==> src/rtl/ir_packet_scheduler.sv <==
// rtl/ir_packet_scheduler.sv - periodic IR packet scheduler with command safety timeout
// Define IR_WRITE_TRIGGER_EN to let a changed CMD write fire an early, gap-limited packet.
module ir_packet_scheduler #(
   parameter int         CLK_FREQ_HZ     = 100_000_000,
   parameter int         PACKET_RATE_HZ  = 10,
   parameter int         CMD_LEN         = 4,
   parameter logic [7:0] BASE_ADDR       = 8'h90,
   parameter int         TIMEOUT_PACKETS = 20,
   parameter int         MIN_GAP_CYCLES  = (CLK_FREQ_HZ / PACKET_RATE_HZ) / 2
) (
   input  logic               CLK,
   input  logic               RESET,
   input  logic [7:0]         BUS_ADDR,
   input  logic [7:0]         BUS_DATA_IN,
   input  logic               BUS_WE,
   output logic [7:0]         BUS_DATA_OUT,
   output logic [CMD_LEN-1:0] COMMAND,
   output logic               SEND_PACKET,
   output logic               TIMED_OUT
);
   localparam int PERIOD = CLK_FREQ_HZ / PACKET_RATE_HZ;
   localparam int PCW    = (PERIOD > 1) ? $clog2(PERIOD) : 1;
   localparam int KCW    = $clog2(TIMEOUT_PACKETS + 1);
   localparam logic [PCW-1:0] PERIOD_LAST  = PCW'(PERIOD - 1);
   localparam logic [KCW-1:0] TIMEOUT_MAX  = KCW'(TIMEOUT_PACKETS);
   localparam logic [KCW-1:0] TIMEOUT_LAST = KCW'(TIMEOUT_PACKETS - 1);
   localparam logic [7:0]     CTRL_ADDR    = BASE_ADDR + 8'd1;

   typedef enum logic [1:0] {IDLE, WAIT, FIRE} state_t;

   state_t             state, state_next;
   logic [PCW-1:0]     period_cnt, period_cnt_next;
   logic [KCW-1:0]     packet_cnt;
   logic [CMD_LEN-1:0] pending;
   logic               enable;
   logic               cmd_wr, ctrl_wr, fire_entry, trigger_fire;
   logic               data_unused;

   assign cmd_wr      = BUS_WE && (BUS_ADDR == BASE_ADDR);
   assign ctrl_wr     = BUS_WE && (BUS_ADDR == CTRL_ADDR);
   assign data_unused = ^BUS_DATA_IN;

   always_ff @(posedge CLK or posedge RESET) begin
      if (RESET) begin
         state      <= IDLE;
         period_cnt <= '0;
      end else begin
         state      <= state_next;
         period_cnt <= period_cnt_next;
      end
   end

   // Disable wins over a period expiry; a FIRE already entered always completes.
   always_comb begin
      state_next      = state;
      period_cnt_next = period_cnt;
      case (state)
         IDLE: begin
            period_cnt_next = '0;
            if (enable) state_next = WAIT;
         end
         WAIT: begin
            if (!enable) begin
               state_next      = IDLE;
               period_cnt_next = '0;
            end else if ((period_cnt == PERIOD_LAST) || trigger_fire) begin
               state_next      = FIRE;
               period_cnt_next = '0;
            end else begin
               period_cnt_next = period_cnt + 1'b1;
            end
         end
         FIRE: begin
            state_next      = WAIT;
            period_cnt_next = '0;
         end
         default: begin
            state_next      = IDLE;
            period_cnt_next = '0;
         end
      endcase
   end

   assign fire_entry = (state_next == FIRE);

   always_ff @(posedge CLK or posedge RESET) begin
      if (RESET) begin
         pending     <= '0;
         enable      <= 1'b0;
         COMMAND     <= '0;
         SEND_PACKET <= 1'b0;
         TIMED_OUT   <= 1'b0;
         packet_cnt  <= '0;
      end else begin
         SEND_PACKET <= fire_entry;
         if (ctrl_wr) enable <= BUS_DATA_IN[0];
         if (fire_entry) COMMAND <= TIMED_OUT ? '0 : pending;
         // A CMD write on the same edge as the saturating FIRE keeps the car running.
         if (cmd_wr) begin
            pending    <= BUS_DATA_IN[CMD_LEN-1:0];
            packet_cnt <= '0;
            TIMED_OUT  <= 1'b0;
         end else if (fire_entry && (packet_cnt != TIMEOUT_MAX)) begin
            packet_cnt <= packet_cnt + 1'b1;
            if (packet_cnt == TIMEOUT_LAST) begin
               TIMED_OUT <= 1'b1;
               pending   <= '0;
            end
         end
      end
   end

`ifdef IR_WRITE_TRIGGER_EN
   localparam int GCW = $clog2(MIN_GAP_CYCLES + 1);
   localparam logic [GCW-1:0] GAP_LAST = GCW'(MIN_GAP_CYCLES - 1);

   logic [GCW-1:0] gap_cnt;
   logic           trig_req;

   assign trigger_fire = trig_req && (gap_cnt >= GAP_LAST);

   // gap_cnt counts edges since the last FIRE entry; saturated means the gap is met.
   always_ff @(posedge CLK or posedge RESET) begin
      if (RESET) begin
         gap_cnt  <= GAP_LAST;
         trig_req <= 1'b0;
      end else begin
         if (fire_entry) gap_cnt <= '0;
         else if (gap_cnt < GAP_LAST) gap_cnt <= gap_cnt + 1'b1;
         if (fire_entry || !enable) trig_req <= 1'b0;
         if (cmd_wr && enable && (BUS_DATA_IN[CMD_LEN-1:0] != pending)) trig_req <= 1'b1;
      end
   end
`else
   localparam int MIN_GAP_UNUSED = MIN_GAP_CYCLES;
   assign trigger_fire = 1'b0;
`endif

   always_comb begin
      BUS_DATA_OUT = 8'h00;
      if (BUS_ADDR == BASE_ADDR) BUS_DATA_OUT = 8'(pending);
      else if (BUS_ADDR == CTRL_ADDR) BUS_DATA_OUT = {6'b0, TIMED_OUT, enable};
   end

endmodule

==> config.mk <==
export PLATFORM = sky130hd
export DESIGN_NAME = ir_packet_scheduler
export DESIGN_NICKNAME = d
export VERILOG_FILES = /design/src/rtl/ir_packet_scheduler.sv
export SDC_FILE = /design/constraint.sdc
export NUM_CORES = 1
export LEC_CHECK = 0
export CORE_UTILIZATION = 28
export CTS_CLUSTER_DIAMETER = 120
export DETAILED_ROUTE_END_ITERATION = 8
export REMOVE_ABC_BUFFERS = 1
export SYNTH_ARGS = -nofsm -noshare
export SYNTH_HDL_FRONTEND = slang
export SYNTH_SLANG_ARGS = --single-unit
export TNS_END_PERCENT = 50
==> constraint.sdc <==
create_clock -name CLK -period 2.4 [get_ports CLK]
set_clock_uncertainty 0.15 [all_clocks]
set_input_delay 0.6 -clock CLK [delete_from_list [all_inputs] [get_ports CLK]]
set_output_delay 0.6 -clock CLK [all_outputs]
set_load 0.02 [all_outputs]
==> results of run 1 <==
synthesized netlist by cell type, types with 3 or more instances:
cell,instances,area share
xnor2_1,8,0.031
nor3_1,8,0.018
nand3_1,15,0.033
o31ai_1,10,0.033
a21oi_1,12,0.027
buf_4,6,0.020
nor2b_1,5,0.014
ha_1,3,0.017
nand2_1,17,0.028
nand4_1,9,0.025
nor4_1,3,0.0084
mux2_1,3,0.015
dfrtp_1,42,0.47
or4_1,8,0.027
mux2i_1,5,0.022
inv_1,8,0.013
xor2_1,5,0.020
and4_1,4,0.016
o2bb2ai_1,4,0.016
and3_1,3,0.0084
nor2_1,23,0.038
clkbuf_1,3,0.0050
layer usage:
metal	vias to the layer above	track usage	part of all wire
met5	-	0	0
met2	38	0.205	0.47
met3	0	0.0276	0.050
met4	0	0.0225	0
met1	873	0.154	0.48
li1	893	-	-
logic make-up after synthesis:
| kind of cell | synth area share |
|---|---|
| other | 0.00167 |
| buffers and inverters | 0.0530 |
| AND/OR/NAND/NOR | 0.275 |
| adder cells (fa/ha/maj) | 0.0167 |
| flip-flops | 0.468 |
| AO/OA/AOI/OAI | 0.0925 |
| XOR/XNOR | 0.0507 |
| multiplexers | 0.0424 |
final timing paths:
check,to,slack (ns)
max,BUS_DATA_OUT[3],0.10
min,state[0],0.29
max reg2reg,period_cnt[22],0.32
min reg2reg,state[0],0.29
max in group asynchronous,period_cnt[9],1.14
min in group asynchronous,pending[1],0.59
metrics by stage:
step,util,cells
2_1_floorplan,-,221
6_report,0.357,368
4_1_cts,0.354,367
3_3_place_gp,0.339,358
5_1_grt,0.357,368
3_5_place_dp,0.339,358
final cells by class:
cell class | instances | share of cell area
repair buffers | 37 | 0.111
clock inverters | 3 | 0.0145
well taps | 102 | 0.0463
inverters | 8 | 0.0109
multi-input cells | 171 | 0.411
flip-flops and latches | 42 | 0.381
clock buffers | 5 | 0.0250
worst max-delay path: cells and delay by family:
| family | cells | cell delay (ns) |
|---|---|---|
| buffers and inverters | 2 | 0.35 |
| AND/OR/NAND/NOR | 3 | 0.60 |
repair_timing:
action / in CTS / in global routing
hold buffers: 0 / 0
resized for setup: 32 / 9
setup endpoints to repair: 4 / 4
pin swaps: 4 / 4
setup buffers: 1 / 1
sequential cells by signal, summed over array words and instances (netlist names):
signal	cells
period_cnt	24
packet_cnt	5
COMMAND	4
pending	4
state	2
SEND_PACKET	1
TIMED_OUT	1
enable	1
power by group through the flow:
stage | clock network (uW) | logic, uW | registers [uW]
global placement | 0 | 77.9 | 739
finish | 548 | 79.9 | 725
detailed placement | 0 | 78.7 | 740
CTS | 567 | 80.3 | 725
global route | 585 | 88.9 | 727
floorplan | 0 | 37.1 | 738
==> out/results.ini, run 1 <==
[synth]
yosys_warnings=0
syn_area_um2=2240
syn_avg_cell_area_um2=9.72
async_flop_share=1.00
ys_ff_latch=42
yosysSeqAreaShare=0.468
synth_ff_type=dfrtp_1
synth-edff-count=0
synthCells=231
synth_cell_types=44

[place]
post-dp-hpwl_um=3370
pre_cts_slack_ns=-0.863
gp_congestion=0.774
port_buffers=24
place_area_um2=2620

[cells_and_area]
final_cell_mix=dfrtp_1, nor2_1, nand2_1
regArea_um2=1050
layout_commonest_cell=dfrtp_1
diodes=0
multiInputGateArea_um2=1130
final.fill_count=808
nets=287
final_layout_size_suffix_gt1_frac=0.143
area_growth_pct=22.7
final_cell_area_um2=2760

[global_routing]
gr-total-overflow=0
antenna_found_initial=0
grt_start_max_net_pins=43
grtUsageTotal=0.120
grt_pass1_wl_um=8190
grt_pass1_vias=1781

[die]
die_h_um=91.5
core_area_um2=7730
io_pins=33
start_util=0.290
die_w_um=91.5
dieArea_um2=8380
row_count=32

[timing]
hold_viol_final=0
setup_viol=0
max_freq_mhz=435
grt_setup_unrepaired=no
worst_pin_slew_ns=0.539
slew_headroom=0.641
fin_crit_sh=0.958
maxSlewViolCount=0
fin_tns_setup_ns=0
setup_slack_ns=0.102
whs_ns=0.292
final.min_clock_period_ns=2.30

[pwr]
power_density_nw_per_um2=491
power_uw=1350
seq_power_share=0.536
power.switching_uw=295
comb_power_share=0.059
p_leak_uw=0.00111
swShare=0.218
internal_power_uw=1060
vdd_drop_max_mv=0.354
clkPwrFrac=0.405

[critical_path]
worstSetupStartpointType=input pin
cp_slowest_cell=nor4b_4
reg2regPathDepth=5
worstReg2RegStart=period_cnt[0]
cp-end-kind=output port
critPathLaunch=BUS_ADDR[4]
cp.required_ns=1.65
path_cells=dlygate4sd2_1 -> nor4b_4 -> nand3_4 -> nor3b_2 -> buf_4
criticalPathCategory=in2out
arrival_ns=1.55
worstPathMaxFanout=5
cpPeakStageDelay_ns=0.26

[detailed_routing]
vias=1804
dr.pass1.iters=4
viasPerCell=4.90
routed_wirelength_um=4730
drcViolationCount=0
routedWlPerCell_um=12.9
drt_iter0_markers=78
antenna_left=0

[cts]
numCtsBuffers=5
cts-htree-levels=2
cts_tree=done
clock_path_buffers=2
clkSinkCount=42
clk_pin_slew_ns=0.07
root_buffer=clkbuf_8
clkLatencyLatePin_ns=0.29

[flow_run]
maxCapViolations=0

[worst_hold_path]
hold_start=state[0]
holdPathStages=1
hold_path.class=reg2reg

[outcome]
outcome=complete, no violations

No activity file was read; power rests on OpenSTA's default activity.
==> inputs of run 2 (changes only) <==
--- a/config.mk
+++ b/config.mk
@@ -5,6 +5,7 @@
 export SDC_FILE = /design/constraint.sdc
 export NUM_CORES = 1
 export LEC_CHECK = 0
+export CAP_MARGIN = 20
 export CORE_UTILIZATION = 28
 export CTS_CLUSTER_DIAMETER = 120
 export DETAILED_ROUTE_END_ITERATION = 8
==> results of run 2 <==
No change in the layout: final DEF, timing and power equal those of run 1.
==> inputs of run 3 (changes only) <==
--- a/config.mk
+++ b/config.mk
@@ -9,6 +9,8 @@
 export CORE_UTILIZATION = 28
 export CTS_CLUSTER_DIAMETER = 120
 export DETAILED_ROUTE_END_ITERATION = 8
+export DONT_BUFFER_PORTS = 1
+export HOLD_SLACK_MARGIN = 0.06
 export REMOVE_ABC_BUFFERS = 1
 export SYNTH_ARGS = -nofsm -noshare
 export SYNTH_HDL_FRONTEND = slang
==> run 3 against run 2 <==
- cell count shrank 6.8%
- utilization shrank 2.9 points
- sequential share of layout area grew 3.4 points
- sequential power is essentially flat
- maximum frequency is essentially flat
- register-to-register slack lost 0.10 ns
- die area is the same
- hold slack lost 0.22 ns
- largest power group unchanged
==> out/results.ini, run 3 (synthesized netlist as in run 1, its figures left out) <==
[global_routing]
antenna_found_initial=0  ; unchanged
grt_pass1_wl_um=7950  ; -3.0%
grt_pass1_vias=1696  ; -4.8%
grt_start_max_net_pins=22  ; -49%
gr-total-overflow=0  ; unchanged
grtUsageTotal=0.117  ; -0.00232

[cells_and_area]
fin_cells=343  ; -6.8%
largest_reg_flops=24  ; unchanged
reg_top3=period_cnt: 24 flops, packet_cnt: 5 flops
area_growth_pct=12.8
final.fill_count=782  ; -3.2%
nets=262  ; -8.7%
diodes=0  ; unchanged
final_layout_size_suffix_gt1_frac=0.112  ; -0.0308
final_cell_mix=dfrtp_1, nor2_1, nand2_1
regMostFlops=period_cnt
layout_commonest_cell=dfrtp_1
final_core_util=0.328  ; -0.0290

[cts]
cts-htree-levels=2  ; unchanged
root_buffer=clkbuf_8
post_cts_buffers=0  ; -1
hold_buffers=0  ; unchanged
cts_tree=done
clk_pin_slew_ns=0.09  ; +0.02 ns
clock_path_buffers=2  ; unchanged
clkSinkCount=42  ; unchanged
ctsResizeCount=1  ; -97%
clkLatencyLatePin_ns=0.29  ; about the same
numCtsBuffers=5  ; unchanged

[pwr]
vdd_drop_max_mv=0.325  ; -8.1%
seq_power_share=0.543  ; +0.007
power_density_nw_per_um2=529  ; +7.7%
comb_power_share=0.037  ; -0.022
power.switching_uw=297  ; +0.64%
p_leak_uw=0.000984  ; -12%
power_uw=1340  ; -1.0%
clkPwrFrac=0.420  ; +0.015
swShare=0.222  ; +0.00369
internal_power_uw=1040  ; -1.5%

[outcome]
outcome=complete, no violations

[timing]
slew_headroom=0.653  ; +0.0120
max_freq_mhz=435  ; about the same
setup_slack_ns=0.102  ; +0.0000810 ns
maxSlewViolCount=0  ; unchanged
worst_pin_slew_ns=0.514  ; -0.0250 ns
hold_viol_final=0  ; unchanged
whs_ns=0.0708  ; -0.221 ns
final.min_clock_period_ns=2.30  ; -0.0000810 ns
setup_viol=0  ; unchanged
grt_setup_unrepaired=no
fin_crit_sh=0.957  ; about the same

[place]
post-dp-hpwl_um=3240  ; -3.9%
port_buffers=0  ; -100%
gp_congestion=0.797  ; +2.9%
pre_cts_slack_ns=-0.125  ; +0.738 ns
placed_cells=335  ; -6.4%

[die]
row_count=32  ; unchanged
start_util=0.290  ; unchanged
io_pins=33  ; unchanged
dieArea_um2=8380  ; unchanged
die_h_um=91.5  ; unchanged
core_area_um2=7730  ; unchanged
die_w_um=91.5  ; unchanged

[detailed_routing]
drt_iter0_markers=89  ; +14%
antenna_left=0  ; unchanged
dr.pass1.iters=4  ; unchanged
viasPerCell=5.00  ; +1.9%
vias=1714  ; -5.0%
drcViolationCount=0  ; unchanged
routed_wirelength_um=4510  ; -4.8%
routedWlPerCell_um=13.1  ; +2.1%

[critical_path]
reg2regPathDepth=6  ; +1
path_depth=4  ; -1
worstPathMaxFanout=6  ; +1
cp-end-kind=output port
cpPeakStageDelay_ns=0.33  ; +0.07 ns
crit_family=simple AND/OR/NAND/NOR gates
cp.required_ns=1.65  ; about the same
worstSetupStartpointType=input pin
arrival_ns=1.55  ; about the same
cp_slowest_cell=nor4b_4
crit_buf_inv=1  ; -1
criticalPathCategory=in2out
path_cells=nor4b_4 -> nand3_2 -> nor3b_1 -> buf_4

[flow_run]
maxCapViolations=0  ; unchanged

[worst_hold_path]
hold_path.class=in2async

## run 3: cell count changes in the layout (fill, tap and decap cells not counted), sizes merged
cell	before	now
clkdlybuf4s50	12	0
clkinvlp	0	2
buf	17	12
clkbuf	8	5
dlymetal6s2s	2	0
clkinv	2	0
dlygate4sd2	3	0
## run 3: layout make-up
type                    instances  area [um2]  area share
flip-flops and latches         42        1050       0.415
clock buffers                   5        68.8      0.0272
well taps                     102         128      0.0504
multi-input cells             171        1110       0.437
repair buffers                 12         103      0.0405
clock inverters                 3        45.0      0.0178
inverters                       8        30.0      0.0119
## run 3: power by group through the flow
| stage | Combinational [uW] | Clock, uW | Sequential, uW |
|---|---|---|---|
| final | 49.0 | 563 | 727 |
| after global routing | 58.3 | 608 | 729 |
| after CTS | 49.5 | 576 | 728 |
| after detailed placement | 49.0 | 0 | 742 |
| after global placement | 47.6 | 0 | 741 |
| after floorplan | 37.1 | 0 | 738 |
## run 3: final timing paths
path,startpoint,endpoint,slack (ns)
max in group asynchronous,RESET,period_cnt[15],1.42
max reg2reg,period_cnt[0],packet_cnt[4],0.22
min,RESET,period_cnt[23],0.07
max,BUS_ADDR[3],BUS_DATA_OUT[3],0.10
min reg2reg,state[0],state[0],0.30
min in group CLK,BUS_DATA_IN[2],pending[2],0.28
## run 3: per-layer routing
layer  vias up  share of wire  routed length, um  GRT usage
li1        850              -                  -          -
met1       820           0.48               2150      0.156
met2        39           0.47               2130      0.191
met3         5          0.044                197     0.0293
met4         0         0.0055                 25     0.0265
met5         -              0                  0          0
## run 3: stage by stage
stage	setup TNS, ns	cell area, um2
final	0	2530
after global routing	0	2530
after CTS	0	2520
after detailed placement	-0.165	2400
after global placement	-0.0297	2400
after floorplan	-2.68	2170
